File: src/rtl/fetch_prefetch_queue_if.sv
// ---------------------------------------------------------------------------
// fetch_prefetch_queue_if
//   Handshake bundle between the fetch stage, the prefetch queue and decode.
//   master : fetch/decode/hazard side (drives push, pop_ready, flush)
//   slave  : the prefetch queue itself
//   Signals:
//     push_valid, push_ready          fetch -> queue handshake
//     pc_plus_four_F, instruction_F   entry written on a push
//     pop_valid, pop_ready            queue -> decode handshake
//     pc_plus_four_D, instruction_D   head entry seen by decode
//     flush                           taken branch/jump from decode
//     count                           occupancy, 0..DEPTH
// ---------------------------------------------------------------------------
interface fetch_prefetch_queue_if #(
    parameter int PTR_W = 2
);
    logic              push_valid;
    logic              push_ready;
    logic [31:0]       pc_plus_four_F;
    logic [31:0]       instruction_F;
    logic              pop_ready;
    logic              pop_valid;
    logic [31:0]       pc_plus_four_D;
    logic [31:0]       instruction_D;
    logic              flush;
    logic [PTR_W:0]    count;

    modport master (
        output push_valid, pc_plus_four_F, instruction_F, pop_ready, flush,
        input  push_ready, pop_valid, pc_plus_four_D, instruction_D, count
    );

    modport slave (
        input  push_valid, pc_plus_four_F, instruction_F, pop_ready, flush,
        output push_ready, pop_valid, pc_plus_four_D, instruction_D, count
    );
endinterface

File: src/rtl/fetch_prefetch_queue.sv
// ---------------------------------------------------------------------------
// fetch_prefetch_queue
//   Instruction prefetch FIFO between fetch and decode. Buffers
//   {pc_plus_four, instruction} pairs so fetch can run ahead while decode is
//   stalled; a taken branch/jump (flush) discards every entry.
//   Ports:
//     clock  rising-edge clock
//     reset  asynchronous, active-high; empties the queue immediately
//     fifo   fetch_prefetch_queue_if.slave (push/pop handshakes, flush, count)
//   Optional feature macro: PREFETCH_BYPASS_EN
//     When defined, an entry arriving at an empty queue is presented to
//     decode in the same cycle; if decode takes it, it is never written.
// ---------------------------------------------------------------------------
module fetch_prefetch_queue #(
    parameter int          DEPTH    = 4,
    parameter int          PTR_W    = 2,
    parameter logic [31:0] NOP_WORD = 32'h0000_0000
) (
    input  logic                   clock,
    input  logic                   reset,
    fetch_prefetch_queue_if.slave  fifo
);
    localparam logic [PTR_W:0] FULL_CNT = (PTR_W + 1)'(DEPTH);

    // Storage is plain data and is intentionally left unreset.
    logic [31:0]     memPc    [DEPTH];
    logic [31:0]     memInstr [DEPTH];

    logic [PTR_W-1:0] rdPtr;
    logic [PTR_W-1:0] wrPtr;
    logic [PTR_W:0]   count;

    logic notEmpty;
    logic headValid;
    logic bypassHit;
    logic pushFire;
    logic memWrite;
    logic memPop;

    assign notEmpty = (count != '0);

`ifdef PREFETCH_BYPASS_EN
    assign bypassHit = (count == '0) && fifo.push_valid && !fifo.flush;
`else
    assign bypassHit = 1'b0;
`endif

    assign headValid = (notEmpty && !fifo.flush) || bypassHit;
    assign pushFire  = fifo.push_valid && (count != FULL_CNT);

    // A bypassed entry taken by decode never touches storage. Storage pops
    // only happen from a non-empty queue, which excludes the bypass case.
    assign memWrite  = pushFire && !(bypassHit && fifo.pop_ready) && !fifo.flush;
    assign memPop    = notEmpty && fifo.pop_ready && !fifo.flush;

    assign fifo.push_ready = (count != FULL_CNT);
    assign fifo.pop_valid  = headValid;
    assign fifo.count      = count;

    always_comb begin
        fifo.pc_plus_four_D = 32'h0000_0000;
        fifo.instruction_D  = NOP_WORD;
        if (bypassHit) begin
            fifo.pc_plus_four_D = fifo.pc_plus_four_F;
            fifo.instruction_D  = fifo.instruction_F;
        end else if (headValid) begin
            fifo.pc_plus_four_D = memPc[rdPtr];
            fifo.instruction_D  = memInstr[rdPtr];
        end
    end

    always_ff @(posedge clock) begin
        if (memWrite) begin
            memPc[wrPtr]    <= fifo.pc_plus_four_F;
            memInstr[wrPtr] <= fifo.instruction_F;
        end
    end

    // Pointers wrap naturally because DEPTH is a power of two; full/empty
    // come from count alone, never from pointer comparison.
    always_ff @(posedge clock or posedge reset) begin
        if (reset) begin
            rdPtr <= '0;
            wrPtr <= '0;
            count <= '0;
        end else if (fifo.flush) begin
            rdPtr <= '0;
            wrPtr <= '0;
            count <= '0;
        end else begin
            if (memWrite) begin
                wrPtr <= wrPtr + PTR_W'(1);
            end
            if (memPop) begin
                rdPtr <= rdPtr + PTR_W'(1);
            end
            case ({memWrite, memPop})
                2'b10:   count <= count + (PTR_W + 1)'(1);
                2'b01:   count <= count - (PTR_W + 1)'(1);
                default: count <= count;
            endcase
        end
    end
endmodule
File: src/flat_wrapper.sv
// flat-port wrapper written by rule: the top's interface ports become plain ports
module fetch_prefetch_queue_flat 
#(
    parameter int          DEPTH    = 4,
    parameter int          PTR_W    = 2,
    parameter logic [31:0] NOP_WORD = 32'h0000_0000
)
  (clock, reset, fifo_push_valid, fifo_pc_plus_four_F, fifo_instruction_F, fifo_pop_ready, fifo_flush, fifo_push_ready, fifo_pop_valid, fifo_pc_plus_four_D, fifo_instruction_D, fifo_count);
  fetch_prefetch_queue_if #(.PTR_W(PTR_W)) fifo_i ();
  input  logic clock;
  input  logic reset;
  input wire logic [$bits(fifo_i.push_valid)-1:0] fifo_push_valid;
  input wire logic [$bits(fifo_i.pc_plus_four_F)-1:0] fifo_pc_plus_four_F;
  input wire logic [$bits(fifo_i.instruction_F)-1:0] fifo_instruction_F;
  input wire logic [$bits(fifo_i.pop_ready)-1:0] fifo_pop_ready;
  input wire logic [$bits(fifo_i.flush)-1:0] fifo_flush;
  output wire logic [$bits(fifo_i.push_ready)-1:0] fifo_push_ready;
  output wire logic [$bits(fifo_i.pop_valid)-1:0] fifo_pop_valid;
  output wire logic [$bits(fifo_i.pc_plus_four_D)-1:0] fifo_pc_plus_four_D;
  output wire logic [$bits(fifo_i.instruction_D)-1:0] fifo_instruction_D;
  output wire logic [$bits(fifo_i.count)-1:0] fifo_count;
  assign fifo_i.push_valid = fifo_push_valid;
  assign fifo_i.pc_plus_four_F = fifo_pc_plus_four_F;
  assign fifo_i.instruction_F = fifo_instruction_F;
  assign fifo_i.pop_ready = fifo_pop_ready;
  assign fifo_i.flush = fifo_flush;
  assign fifo_push_ready = fifo_i.push_ready;
  assign fifo_pop_valid = fifo_i.pop_valid;
  assign fifo_pc_plus_four_D = fifo_i.pc_plus_four_D;
  assign fifo_instruction_D = fifo_i.instruction_D;
  assign fifo_count = fifo_i.count;
  fetch_prefetch_queue #(.DEPTH(DEPTH), .PTR_W(PTR_W), .NOP_WORD(NOP_WORD)) u_core (.clock(clock), .reset(reset), .fifo(fifo_i));
endmodule
File: config.mk
export PLATFORM = sky130hd
export DESIGN_NAME = fetch_prefetch_queue_flat
export DESIGN_NICKNAME = d
export VERILOG_FILES = /design/src/rtl/fetch_prefetch_queue_if.sv /design/src/rtl/fetch_prefetch_queue.sv /design/src/flat_wrapper.sv
export SDC_FILE = /design/constraint.sdc
export NUM_CORES = 1
export LEC_CHECK = 0
export ABC_AREA = 1
export CORE_UTILIZATION = 43
export CTS_BUF_LIST = sky130_fd_sc_hd__clkbuf_4
export CTS_CLUSTER_DIAMETER = 40
export DETAILED_ROUTE_END_ITERATION = 16
export PLACE_DENSITY = 0.67
export SYNTH_ARGS = -nofsm -noshare
export SYNTH_HDL_FRONTEND = slang
export SYNTH_SLANG_ARGS = --single-unit
File: constraint.sdc
create_clock -name clock -period 5.85 [get_ports clock]
set_input_delay 1.17 -clock clock [delete_from_list [all_inputs] [get_ports clock]]
set_output_delay 1.17 -clock clock [all_outputs]
set_load 0.01 [all_outputs]
-- Word-level counts from Yosys, hierarchy flattened
Memory sizes are Yosys's and may differ from the RTL's.
Cells that the tools add are included.
- $add $sub $neg: 4
- eq/ne operators: 3
- muxes and demuxes: 10
- reductions and logical operators: 10
- operators by type and width (kind ; count):
    $mux W32 ; 2
    $mux W2 ; 4
    $pmux W3 S2 ; 1
    $reduce_bool A3 Y1 ; 2
    $logic_and A1 B1 Y1 ; 5
    $add A2 B1 Y2 const B ; 2
    $reduce_bool A2 Y1 ; 2
    $add A3 B1 Y3 const B ; 1
    $mux W3 ; 1
    $ne A3 B3 Y1 const B ; 1
    $sub A3 B1 Y3 const B ; 1
    $eq A2 B1 Y1 const B ; 1
    $eq A2 B2 Y1 const B ; 1
    $mux W1 ; 2
    $logic_not A1 Y1 ; 1
- register bits after elaboration: 7
- bits in writable memories: 256
- bits of input ports: 69
- output and inout bits: 69
- word-level logic and storage cells: 32
- memories kept: 2
- memories (memory ; depth ; width ; rd ports ; clocked after memory_dff ; wr ports ; RTL line ; text):
    u_core.memInstr ; 4 ; 32 ; 1 ; 0 ; 1 ; fetch_prefetch_queue.sv:27 ; logic [31:0] memInstr [DEPTH];
    u_core.memPc ; 4 ; 32 ; 1 ; 0 ; 1 ; fetch_prefetch_queue.sv:26 ; logic [31:0] memPc [DEPTH];

-- Logic depth before layout (Yosys ltp)
Gate-level depths: netlist of the first run.
- depth in word-level cells: 6
- gate-level depth with buffers: 12
- mapped depth without buffers: 12

-- Least setup slack after synthesis of the first run
No wires, ideal clock.
- kind: input port to flip-flop
- from: in fifo_flush
- to: mem u_core.memInstr[0][0], enable pin
- library setup time: 0.487 ns
- arrival: 4.259 ns
- data required time: 5.363 ns
- slack: 1.104 ns
- stages on the path: 4
- buffers on the path: 1
- cells stage by stage: inv_1 buf_2 nand3_1 nor2_1
- longest elaborated chain between the ends: 4
- ends and longest elaborated chain (what ; RTL line ; text):
    start, declared ; flat_wrapper.sv:16 ; input wire logic [$bits(fifo_i.flush)-1:0] fifo_flush;
    $logic_not A1 Y1 ; fetch_prefetch_queue.sv:53 ; assign memWrite = pushFire && !(bypassHit && fifo.pop_ready) && !fifo.flush;
    $logic_and A1 B1 Y1 ; fetch_prefetch_queue.sv:53 ;
    $mux W1 ; fetch_prefetch_queue.sv:73 ; if (memWrite) begin
    $mux W1 (implied by the code) ; fetch_prefetch_queue.sv:75 ; memInstr[wrPtr] <= fifo.instruction_F;
    end, declared ; fetch_prefetch_queue.sv:27 ;
No other way between the ends.

-- Worst setup path in the final report of the first run
- from: in fifo_flush
- to: out fifo_pc_plus_four_D[16]
- longest elaborated chain between the ends: 3
- ends and longest elaborated chain (what ; RTL line ; text):
    $logic_not A1 Y1 ; fetch_prefetch_queue.sv:48 ; assign headValid = (notEmpty && !fifo.flush) || bypassHit;
    $logic_and A1 B1 Y1 ; fetch_prefetch_queue.sv:48 ;
    $mux W32 ; fetch_prefetch_queue.sv:66 ; end else if (headValid) begin
    end, declared ; flat_wrapper.sv:19 ; output wire logic [$bits(fifo_i.pc_plus_four_D)-1:0] fifo_pc_plus_four_D;
No other way between the ends.

==> results of run 1 <==
==> final timing paths <==
| check | startpoint | end | depth (start not counted) |
|---|---|---|---|
| max | fifo_flush | fifo_pc_plus_four_D[16] | 6 |
| min | u_core.wrPtr[0]$_DFFE_PP0P_ | u_core.wrPtr[0]$_DFFE_PP0P_ | 1 |
| max reg2reg | u_core.fifo.count[0]$_DFFE_PP0P_ | u_core.memPc[1][26]$_DFFE_PP_ | 5 |
| min reg2reg | u_core.wrPtr[0]$_DFFE_PP0P_ | u_core.wrPtr[0]$_DFFE_PP0P_ | 1 |
| max in group asynchronous | reset | u_core.rdPtr[0]$_DFFE_PP0P_ | 2 |
| min in group asynchronous | reset | u_core.wrPtr[0]$_DFFE_PP0P_ | 2 |
==> logic make-up after synthesis <==
kind of cell / share of synthesized area (%)
compound gates: 9.67
xor+xnor: 0.0835
fa+ha+maj: 0.668
buf+inv: 3.96
flops: 75.0
simple gates: 10.6
==> area by class of cell <==
type                    instances  area share (%)
clock inverters                 8           0.863
flip-flops and latches        263            61.0
diodes                          1          0.0194
clock buffers                  99            5.76
well taps                     319            3.09
inverters                      15           0.456
multi-input cells             493            17.4
repair buffers                150            11.5
==> metrics by stage <==
stage | worst slack [ns] | hold WS, ns
final | 0.993 | 0.578
after detailed placement | 0.929 | 0.567
after floorplan | 1.10 | 0.515
after CTS | 0.905 | 0.580
after global routing | 0.753 | 0.618
after global placement | 0.973 | 0.561
==> critical path: stages <==
cell and delay, ns:
sky130_fd_sc_hd__clkdlybuf4s50_1 0.44, sky130_fd_sc_hd__inv_1 0.28, sky130_fd_sc_hd__nand2_2 0.61, sky130_fd_sc_hd__buf_4 0.46, sky130_fd_sc_hd__a21oi_1 0.17, sky130_fd_sc_hd__clkdlybuf4s50_1 0.56
==> cells in the mapped netlist, types with 5 or more instances <==
cell type	count
sky130_fd_sc_hd__inv_1	12
sky130_fd_sc_hd__clkbuf_2	12
sky130_fd_sc_hd__o21ai_0	91
sky130_fd_sc_hd__a21oi_1	65
sky130_fd_sc_hd__o21ai_1	41
sky130_fd_sc_hd__nand2_2	5
sky130_fd_sc_hd__nor2_1	262
sky130_fd_sc_hd__dfrtp_1	7
sky130_fd_sc_hd__buf_6	17
sky130_fd_sc_hd__buf_2	11
sky130_fd_sc_hd__edfxtp_1	256
sky130_fd_sc_hd__buf_1	5
sky130_fd_sc_hd__nand2_1	14
==> where the power goes <==
group	internal, mW	switching (mW)
clock	0.897	0.678
combinational	0.544	0.774
sequential	2.21	0.0940
==> sequential cells by signal, summed over array words and instances (netlist names) <==
register / count
u_core.fifo.count: 3
u_core.wrPtr: 2
u_core.memPc: 128
u_core.memInstr: 128
u_core.rdPtr: 2
==> metal layers <==
layer / routed length [um] / vias up / global-route usage, %
met2: 11400 / 218 / 32.7
met5: 14 / - / 0
li1: - / 3268 / -
met4: 436 / 2 / 8.65
met1: 9290 / 3185 / 21.0
met3: 1390 / 42 / 4.82
==> impl_metrics.json, run 1 <==
{
  "tritoncts": "built",
  "commonest_non_fill_non_tap_cell_in_the_layout": "sky130_fd_sc_hd__nor2_1",
  "final.fill_count": 2044,
  "cts-resized-gates": 0,
  "clk-insertion-delay-late_ns": 0.64,
  "globalRouteOverflowTotal": 0,
  "leakagePower_nw": 4.44,
  "timing.critical_path.from_type": "input port",
  "row_cnt": 56,
  "coreArea_um2": 23700,
  "tritoncts_num_sinks": 263,
  "critPathMaxFanout": 38,
  "yosys.cell_types.count": 25,
  "status": "complete, no violations",
  "drt_iter0_drc": 362,
  "worst_pin_slew_ns": 1.12,
  "final.period_utilization_pct": 83.0,
  "max_capacitance_violation_count": 0,
  "numPortBuffers": 137,
  "first_pass_iters": 5,
  "worst_clock_skew_ns": 0.0243,
  "power_per_cell_area_nw_per_um2": 403,
  "timing.final.max_slew_violations": 0,
  "floorplan.die_area_um2": 25000,
  "power.ir.vdd_worst_uv": 162,
  "design_power_total_mw": 5.20,
  "cts_max_path_buffers": 3,
  "drive_above_1_share_pct": 13.4,
  "floorplan.die.height_um": 158,
  "via_per_inst": 4.98,
  "critical_path.endpoint_type": "output pin",
  "dominant_cell_type_by_area_after_synthesis": "sky130_fd_sc_hd__edfxtp_1",
  "worst_path_required_ns": 4.68,
  "synth_area_per_cell_um2": 12.8,
  "worst-r2r-setup-slack_ns": 3.21,
  "hold_class": "reg -> reg",
  "layout.nets": 1066,
  "path_class": "in -> out",
  "synth_top_area_share_pct": 73.3,
  "synthesis.nets": 896,
  "rsz0062_at_grt": "false",
  "most-common-layout-cells": "258 x sky130_fd_sc_hd__nor2_1, 256 x sky130_fd_sc_hd__edfxtp_1, 137 x sky130_fd_sc_hd__clkdlybuf4s50_1",
  "timing_hold_violations_final": 0,
  "ff_latch_area_um2": 7870,
  "detailed_route_via_count": 6715,
  "initial_core_util_pct": 44.3,
  "ctsHoldBuffers": 0,
  "root_buffer": "sky130_fd_sc_hd__clkbuf_4",
  "grt_max_degree": 118,
  "number_of_antenna_violating_nets_in_the_routed_design": 0,
  "yosys_most_used_dff": "sky130_fd_sc_hd__edfxtp_1",
  "place_inst": 1240,
  "finish.instance_area_um2": 12900,
  "die_x_um": 158,
  "yosysWarningCount": 0,
  "grt_first_pass_wirelength_mm": 34.5,
  "placed_cell_area_um2": 12000,
  "final_core_util_pct": 54.5,
  "num_io_pins": 138,
  "grt_usage_pct": 18.6,
  "place.gp.congestion": 0.739,
  "worst_slew_margin_rel_pct": 25.6,
  "dp_hpwl_mm": 12.0,
  "post_synth_instance_area_um2": 10500,
  "synthTopCellsByArea": "sky130_fd_sc_hd__edfxtp_1 73%, sky130_fd_sc_hd__nor2_1 9.4%, sky130_fd_sc_hd__o21ai_0 4.3%",
  "multi_input_comb_area_um2": 2240,
  "htreeDepth": 3,
  "post-route-drc-count": 0,
  "area_growth_syn_to_layout_pct": 23.1,
  "setup_tns_ns": 0,
  "tritoncts_buffers": 69,
  "clkTransAtPathRegs_ns": 0.07,
  "antenna_found_initial": 2,
  "fraction_of_registers_with_async_set_or_reset_after_synthesis_pct": 2.66,
  "worstPathArrival_ns": 3.69,
  "first_global_vias": 6751,
  "postCtsSetupBuffers": 0,
  "synth_cells": 822,
  "timing.fmax_ghz": 0.206,
  "seq_area_frac_synth_pct": 75.0,
  "timing.final.setup_violations": 0,
  "synth.ff_latch_count": 263,
  "finalCriticalPeriod_ns": 4.86,
  "total_routed_wirelength_mm": 22.5,
  "routed_wl_per_cell_um": 16.7,
  "number_of_enable_type_register_cells_in_the_synthesized_netlist": 256,
  "final_cell_count_no_fill": 1348
}
Power figures use the tool's default switching activity.
==> run 2: changes to the inputs <==
==> constraint.sdc (replaced) <==
create_clock -name clock -period 4.7 [get_ports clock]
set_input_delay 0.94 -clock clock [delete_from_list [all_inputs] [get_ports clock]]
set_output_delay 0.94 -clock clock [all_outputs]
set_load 0.01 [all_outputs]
==> run 2 against run 1 <==
Net effect: die area unchanged; critical path depth is the same; setup slack lost 0.14 ns; core utilization increased by 0.095 points; power is 23% higher; global-route usage decreased by 0.22 points; critical path type unchanged; largest cell class unchanged.
==> impl_metrics.json, run 2 (synthesis gave the netlist of run 1 again) <==
{
  "leakagePower_nw": 4.44,
  "cts-resized-gates": 0,
  "drive_above_1_share_pct": 13.2,
  "tritoncts": "built",
  "post-route-drc-count": 0,
  "postCtsSetupBuffers": 0,
  "rsz0062_at_grt": "false",
  "via_per_inst": 4.99,
  "internal_power_mw": 4.50,
  "critical_path.endpoint_type": "output pin",
  "clockPowerShare_pct": 29.3,
  "power_per_cell_area_nw_per_um2": 496,
  "commonest_non_fill_non_tap_cell_in_the_layout": "sky130_fd_sc_hd__nor2_1",
  "detailed_route_via_count": 6737,
  "tritoncts_num_sinks": 263,
  "power.ir.vdd_worst_uv": 261,
  "seq_power_share_pct": 43.8,
  "initial_core_util_pct": 44.3,
  "timing.fmax_ghz": 0.260,
  "reg_top3": "u_core.memInstr: 128 flops, u_core.memPc: 128 flops, u_core.fifo.count: 3 flops",
  "root_buffer": "sky130_fd_sc_hd__clkbuf_4",
  "worst_path_required_ns": 3.76,
  "grt_max_degree": 131,
  "grt_usage_pct": 18.3,
  "timing.final.max_slew_violations": 0,
  "total_routed_wirelength_mm": 22.1,
  "path_class": "in -> out",
  "globalRouteOverflowTotal": 0,
  "htreeDepth": 3,
  "clk-insertion-delay-late_ns": 0.62,
  "ff_latch_area_um2": 7870,
  "antenna_found_initial": 2,
  "layout.nets": 1067,
  "number_of_antenna_violating_nets_in_the_routed_design": 0,
  "area_growth_syn_to_layout_pct": 23.3,
  "final.period_utilization_pct": 81.8,
  "num_io_pins": 138,
  "worst_pin_slew_ns": 0.862,
  "switchingPower_mw": 1.91,
  "cts_max_path_buffers": 3,
  "floorplan.die.height_um": 158,
  "place.gp.congestion": 0.756,
  "worstPathArrival_ns": 2.91,
  "critPathMaxFanout": 29,
  "floorplan.die_area_um2": 25000,
  "ctsHoldBuffers": 0,
  "status": "complete, no violations",
  "most-common-layout-cells": "258 x sky130_fd_sc_hd__nor2_1, 256 x sky130_fd_sc_hd__edfxtp_1, 137 x sky130_fd_sc_hd__clkdlybuf4s50_1",
  "routed_wl_per_cell_um": 16.4,
  "timing.final.setup_violations": 0,
  "numPortBuffers": 137,
  "row_cnt": 56,
  "p_sw_share_pct": 29.8,
  "final.fill_count": 2041,
  "first_pass_iters": 5,
  "timing_hold_violations_final": 0,
  "pwr-share-comb_pct": 26.9,
  "grt_first_pass_wirelength_mm": 34.1,
  "coreArea_um2": 23700,
  "design_power_total_mw": 6.41,
  "tritoncts_buffers": 70,
  "setup_tns_ns": 0,
  "multi_input_comb_area_um2": 2240,
  "max_capacitance_violation_count": 0,
  "clkTransAtPathRegs_ns": 0.06,
  "worst_slew_margin_rel_pct": 42.6,
  "worst-r2r-setup-slack_ns": 2.57,
  "finalCriticalPeriod_ns": 3.85,
  "first_global_vias": 6652,
  "die_x_um": 158,
  "drt_iter0_drc": 483,
  "worst_clock_skew_ns": 0.0261,
  "dp_hpwl_mm": 11.9,
  "timing.critical_path.from_type": "input port",
  "hold_class": "in -> async"
}
## run 2: per-stage QoR
stage	cell area [um^2]	hold WS, ns	std cells	setup slack (ns)	utilization, %
floorplan	10500	0.515	822	0.184	-
global route	12900	0.533	1349	0.713	54.6
global placement	12100	0.557	1240	0.889	51.1
detailed placement	12100	0.557	1240	0.835	51.1
CTS	12900	0.492	1348	0.830	54.6
finish	12900	0.544	1350	0.853	54.6
## run 2: metal layers
layer / vias up / GRT usage [%] / wire, um
met2: 216 / 30.7 / 10800
met3: 40 / 4.87 / 1520
li1: 3280 / - / -
met5: - / 0 / 13
met4: 2 / 8.56 / 439
met1: 3199 / 22.1 / 9320
## run 2: final timing paths
check / startpoint / end / cells after the start
setup reg to reg: u_core.fifo.count[0]$_DFFE_PP0P_ / u_core.memPc[2][12]$_DFFE_PP_ / 5
max in group asynchronous: reset / u_core.rdPtr[0]$_DFFE_PP0P_ / 2
setup / recovery: fifo_flush / fifo_pc_plus_four_D[6] / 6
min in group clock: u_core.wrPtr[0]$_DFFE_PP0P_ / u_core.wrPtr[0]$_DFFE_PP0P_ / 1
hold / removal: reset / u_core.rdPtr[0]$_DFFE_PP0P_ / 2
hold reg to reg: u_core.wrPtr[0]$_DFFE_PP0P_ / u_core.wrPtr[0]$_DFFE_PP0P_ / 1
## run 2: critical path, stage by stage
cell and delay [ns]:
sky130_fd_sc_hd__clkdlybuf4s50_1 0.45, sky130_fd_sc_hd__inv_1 0.29, sky130_fd_sc_hd__nand2_2 0.11, sky130_fd_sc_hd__buf_4 0.26, sky130_fd_sc_hd__a21oi_1 0.25, sky130_fd_sc_hd__clkdlybuf4s50_1 0.58
## run 2: layout make-up
type / instances / share of cell area (%)
multi-input combinational: 493 / 17.3
inverter: 15 / 0.455
clock inverter: 11 / 0.745
sequential: 263 / 60.9
tap: 319 / 3.09
antenna: 2 / 0.0387
timing repair buffer: 150 / 11.8
clock buffer: 97 / 5.63
## run 2: power groups by stage
stage	combinational [mW]	sequential, mW	clock (mW)
after floorplan	1.06	2.86	0
after global placement	1.73	2.86	0
after detailed placement	1.74	2.86	0
after CTS	1.75	2.81	1.94
after global routing	1.92	2.82	2.06
final	1.72	2.81	1.88
==> run 3: changes to the inputs <==
--- a/config.mk
+++ b/config.mk
@@ -10,7 +10,7 @@
 export CTS_BUF_LIST = sky130_fd_sc_hd__clkbuf_4
 export CTS_CLUSTER_DIAMETER = 40
 export DETAILED_ROUTE_END_ITERATION = 16
-export PLACE_DENSITY = 0.67
+export PLACE_DENSITY = 0.69
 export SYNTH_ARGS = -nofsm -noshare
 export SYNTH_HDL_FRONTEND = slang
 export SYNTH_SLANG_ARGS = --single-unit
==> constraint.sdc (replaced) <==
create_clock -name clock -period 3.1 [get_ports clock]
set_input_delay 0.62 -clock clock [delete_from_list [all_inputs] [get_ports clock]]
set_output_delay 0.62 -clock clock [all_outputs]
set_load 0.01 [all_outputs]
==> run 3 against run 2 <==
Net effect: sequential power up 52%; hold slack lost 0.33 ns; flip-flop and latch count stayed put; clock power grew 60%; critical endpoint is now fifo_instruction_D[0].
==> impl_metrics.json, run 3 (synthesis gave the netlist of run 1 again) <==
{
  "coreArea_um2": 23700,
  "worst_slew_margin_rel_pct": 61.6,
  "met2_length_mm": 12.4,
  "finalWorstSetupSlack_ns": 0.0934,
  "tritoncts_buffers": 69,
  "hold_class": "in -> async",
  "setup_tns_ns": 0,
  "grt_first_pass_wirelength_mm": 36.1,
  "clkTransAtPathRegs_ns": 0.06,
  "worstRegToRegCells": 5,
  "worst_path_dominant_cell_family": "buffers and inverters",
  "numPortBuffers": 137,
  "grt_max_degree": 66,
  "path_cells": "buf_12 > buf_4 > clkbuf_16 > nor2_2 > nor2_1 > o21ai_1 > a21oi_1 > dlygate4sd2_1",
  "layout.nets": 1085,
  "clk-insertion-delay-late_ns": 0.66,
  "path_class": "reg -> out",
  "timing_hold_violations_final": 0,
  "drive_above_1_share_pct": 15.3,
  "floorplan.die.height_um": 158,
  "met1_length_mm": 10.8,
  "first_pass_iters": 5,
  "routed_wl_per_cell_um": 18.5,
  "wl_met3_mm": 1.66,
  "post-route-drc-count": 0,
  "reg_top3": "u_core.memInstr: 128 flops, u_core.memPc: 128 flops, u_core.fifo.count: 3 flops",
  "htreeDepth": 3,
  "commonest_non_fill_non_tap_cell_in_the_layout": "sky130_fd_sc_hd__nor2_1",
  "routed.top_layer": "met4",
  "drt_iter0_drc": 448,
  "power_per_cell_area_nw_per_um2": 767,
  "critPathMaxFanout": 32,
  "die_x_um": 158,
  "finalCriticalPeriod_ns": 3.01,
  "critical-path-slowest-cell": "sky130_fd_sc_hd__dfrtp_4",
  "timing.rr.start": "u_core.fifo.count[0]$_DFFE_PP0P_",
  "ctsHoldBuffers": 0,
  "critical_path.n_buffers_inverters": 4,
  "leakagePower_nw": 5.05,
  "status": "complete, no violations",
  "worst_path_required_ns": 2.48,
  "critical_path.endpoint_type": "output pin",
  "final.period_utilization_pct": 97.0,
  "worst-r2r-setup-slack_ns": 1.20,
  "worst_pin_slew_ns": 0.576,
  "num_io_pins": 138,
  "grt_usage_pct": 19.5,
  "antenna_found_initial": 1,
  "timing.fmax_ghz": 0.333,
  "power.ir.vdd_worst_uv": 459,
  "most-common-layout-cells": "257 x sky130_fd_sc_hd__nor2_1, 256 x sky130_fd_sc_hd__edfxtp_1, 97 x sky130_fd_sc_hd__clkbuf_4",
  "area_growth_syn_to_layout_pct": 28.1,
  "floorplan.die_area_um2": 25000,
  "worst_clock_skew_ns": 0.0515,
  "first_global_vias": 6777,
  "root_buffer": "sky130_fd_sc_hd__clkbuf_4",
  "number_of_antenna_violating_nets_in_the_routed_design": 0,
  "total_routed_wirelength_mm": 25.4,
  "place_worst_setup_slack_ns": 0.100,
  "rsz0062_at_grt": "false",
  "place.gp.congestion": 0.736,
  "dp_hpwl_mm": 12.3,
  "final_core_util_pct": 56.7,
  "tritoncts_num_sinks": 263,
  "timing.final.max_slew_violations": 0,
  "worstPathArrival_ns": 2.39,
  "initial_core_util_pct": 44.3,
  "timing.critical_path.from_type": "flop",
  "critical_path.max_stage_delay_ns": 0.54,
  "via_per_inst": 5.11,
  "detailed_route_via_count": 7026,
  "globalRouteOverflowTotal": 0,
  "timing.final.setup_violations": 0,
  "timing.rr.end": "u_core.memPc[1][12]$_DFFE_PP_",
  "tritoncts": "built",
  "row_cnt": 56,
  "cts_max_path_buffers": 3,
  "max_capacitance_violation_count": 0
}
## run 3: cell count changes in the layout (fill, tap and decap cells not counted), sizes merged
cell           before  now
clkbuf             97  102
clkinv              7   12
dlygate4sd2         0   55
bufinv              2    3
clkdlybuf4s50     137   73
dlymetal6s2s        0    9
inv                17   16
buf                13   27
## run 3: cell type report
| class | count | area, um^2 |
|---|---|---|
| clock buffer | 97 | 728 |
| multi-input combinational | 493 | 2250 |
| fill | 2017 | 10300 |
| inverter | 15 | 71.3 |
| sequential | 263 | 7870 |
| clock inverter | 16 | 141 |
| antenna | 2 | 5.00 |
| tap | 319 | 399 |
| timing repair buffer | 169 | 1960 |
## run 3: worst max path at each step
stage / from / to / depth (start not counted)
2_1_floorplan: fifo_flush / u_core.memInstr[0][0]$_DFFE_PP_ / 4
3_3_place_gp: fifo_flush / fifo_instruction_D[13] / 6
3_5_place_dp: fifo_flush / fifo_instruction_D[9] / 6
4_1_cts: u_core.rdPtr[0]$_DFFE_PP0P_ / fifo_instruction_D[21] / 5
5_1_grt: u_core.rdPtr[0]$_DFFE_PP0P_ / fifo_instruction_D[0] / 8
6_report: u_core.rdPtr[0]$_DFFE_PP0P_ / fifo_instruction_D[0] / 8
## run 3: where the power goes
part / internal [mW] / switching, mW / total, mW / leakage, nW
registers: 4.18 / 0.0998 / 4.27 / 2.41
logic: 1.23 / 1.80 / 3.03 / 2.13
clock network: 1.68 / 1.31 / 3.00 / 0.519
## run 3: repair_timing
action | CTS | global route
gates resized for setup | 70 | 15
pin swaps | 1 | 0
gates cloned | 5 | 5
setup endpoints to repair | 64 | 10
buffers inserted | 1 | 2
## run 3: metal layers
metal	track usage [%]	up-vias
li1	-	3336
met1	23.9	3421
met2	32.7	229
met3	5.34	40
met4	7.97	0
met5	0	-
## run 3: metrics by stage
step	instance area, um^2	power (mW)	std cells	hold WS [ns]
after CTS	13200	10.2	1365	0.159
after detailed placement	12200	7.06	1246	0.566
final	13400	10.3	1374	0.219
after floorplan	10500	5.94	822	0.423
after global placement	12200	7.02	1246	0.561
after global routing	13400	10.9	1374	0.236
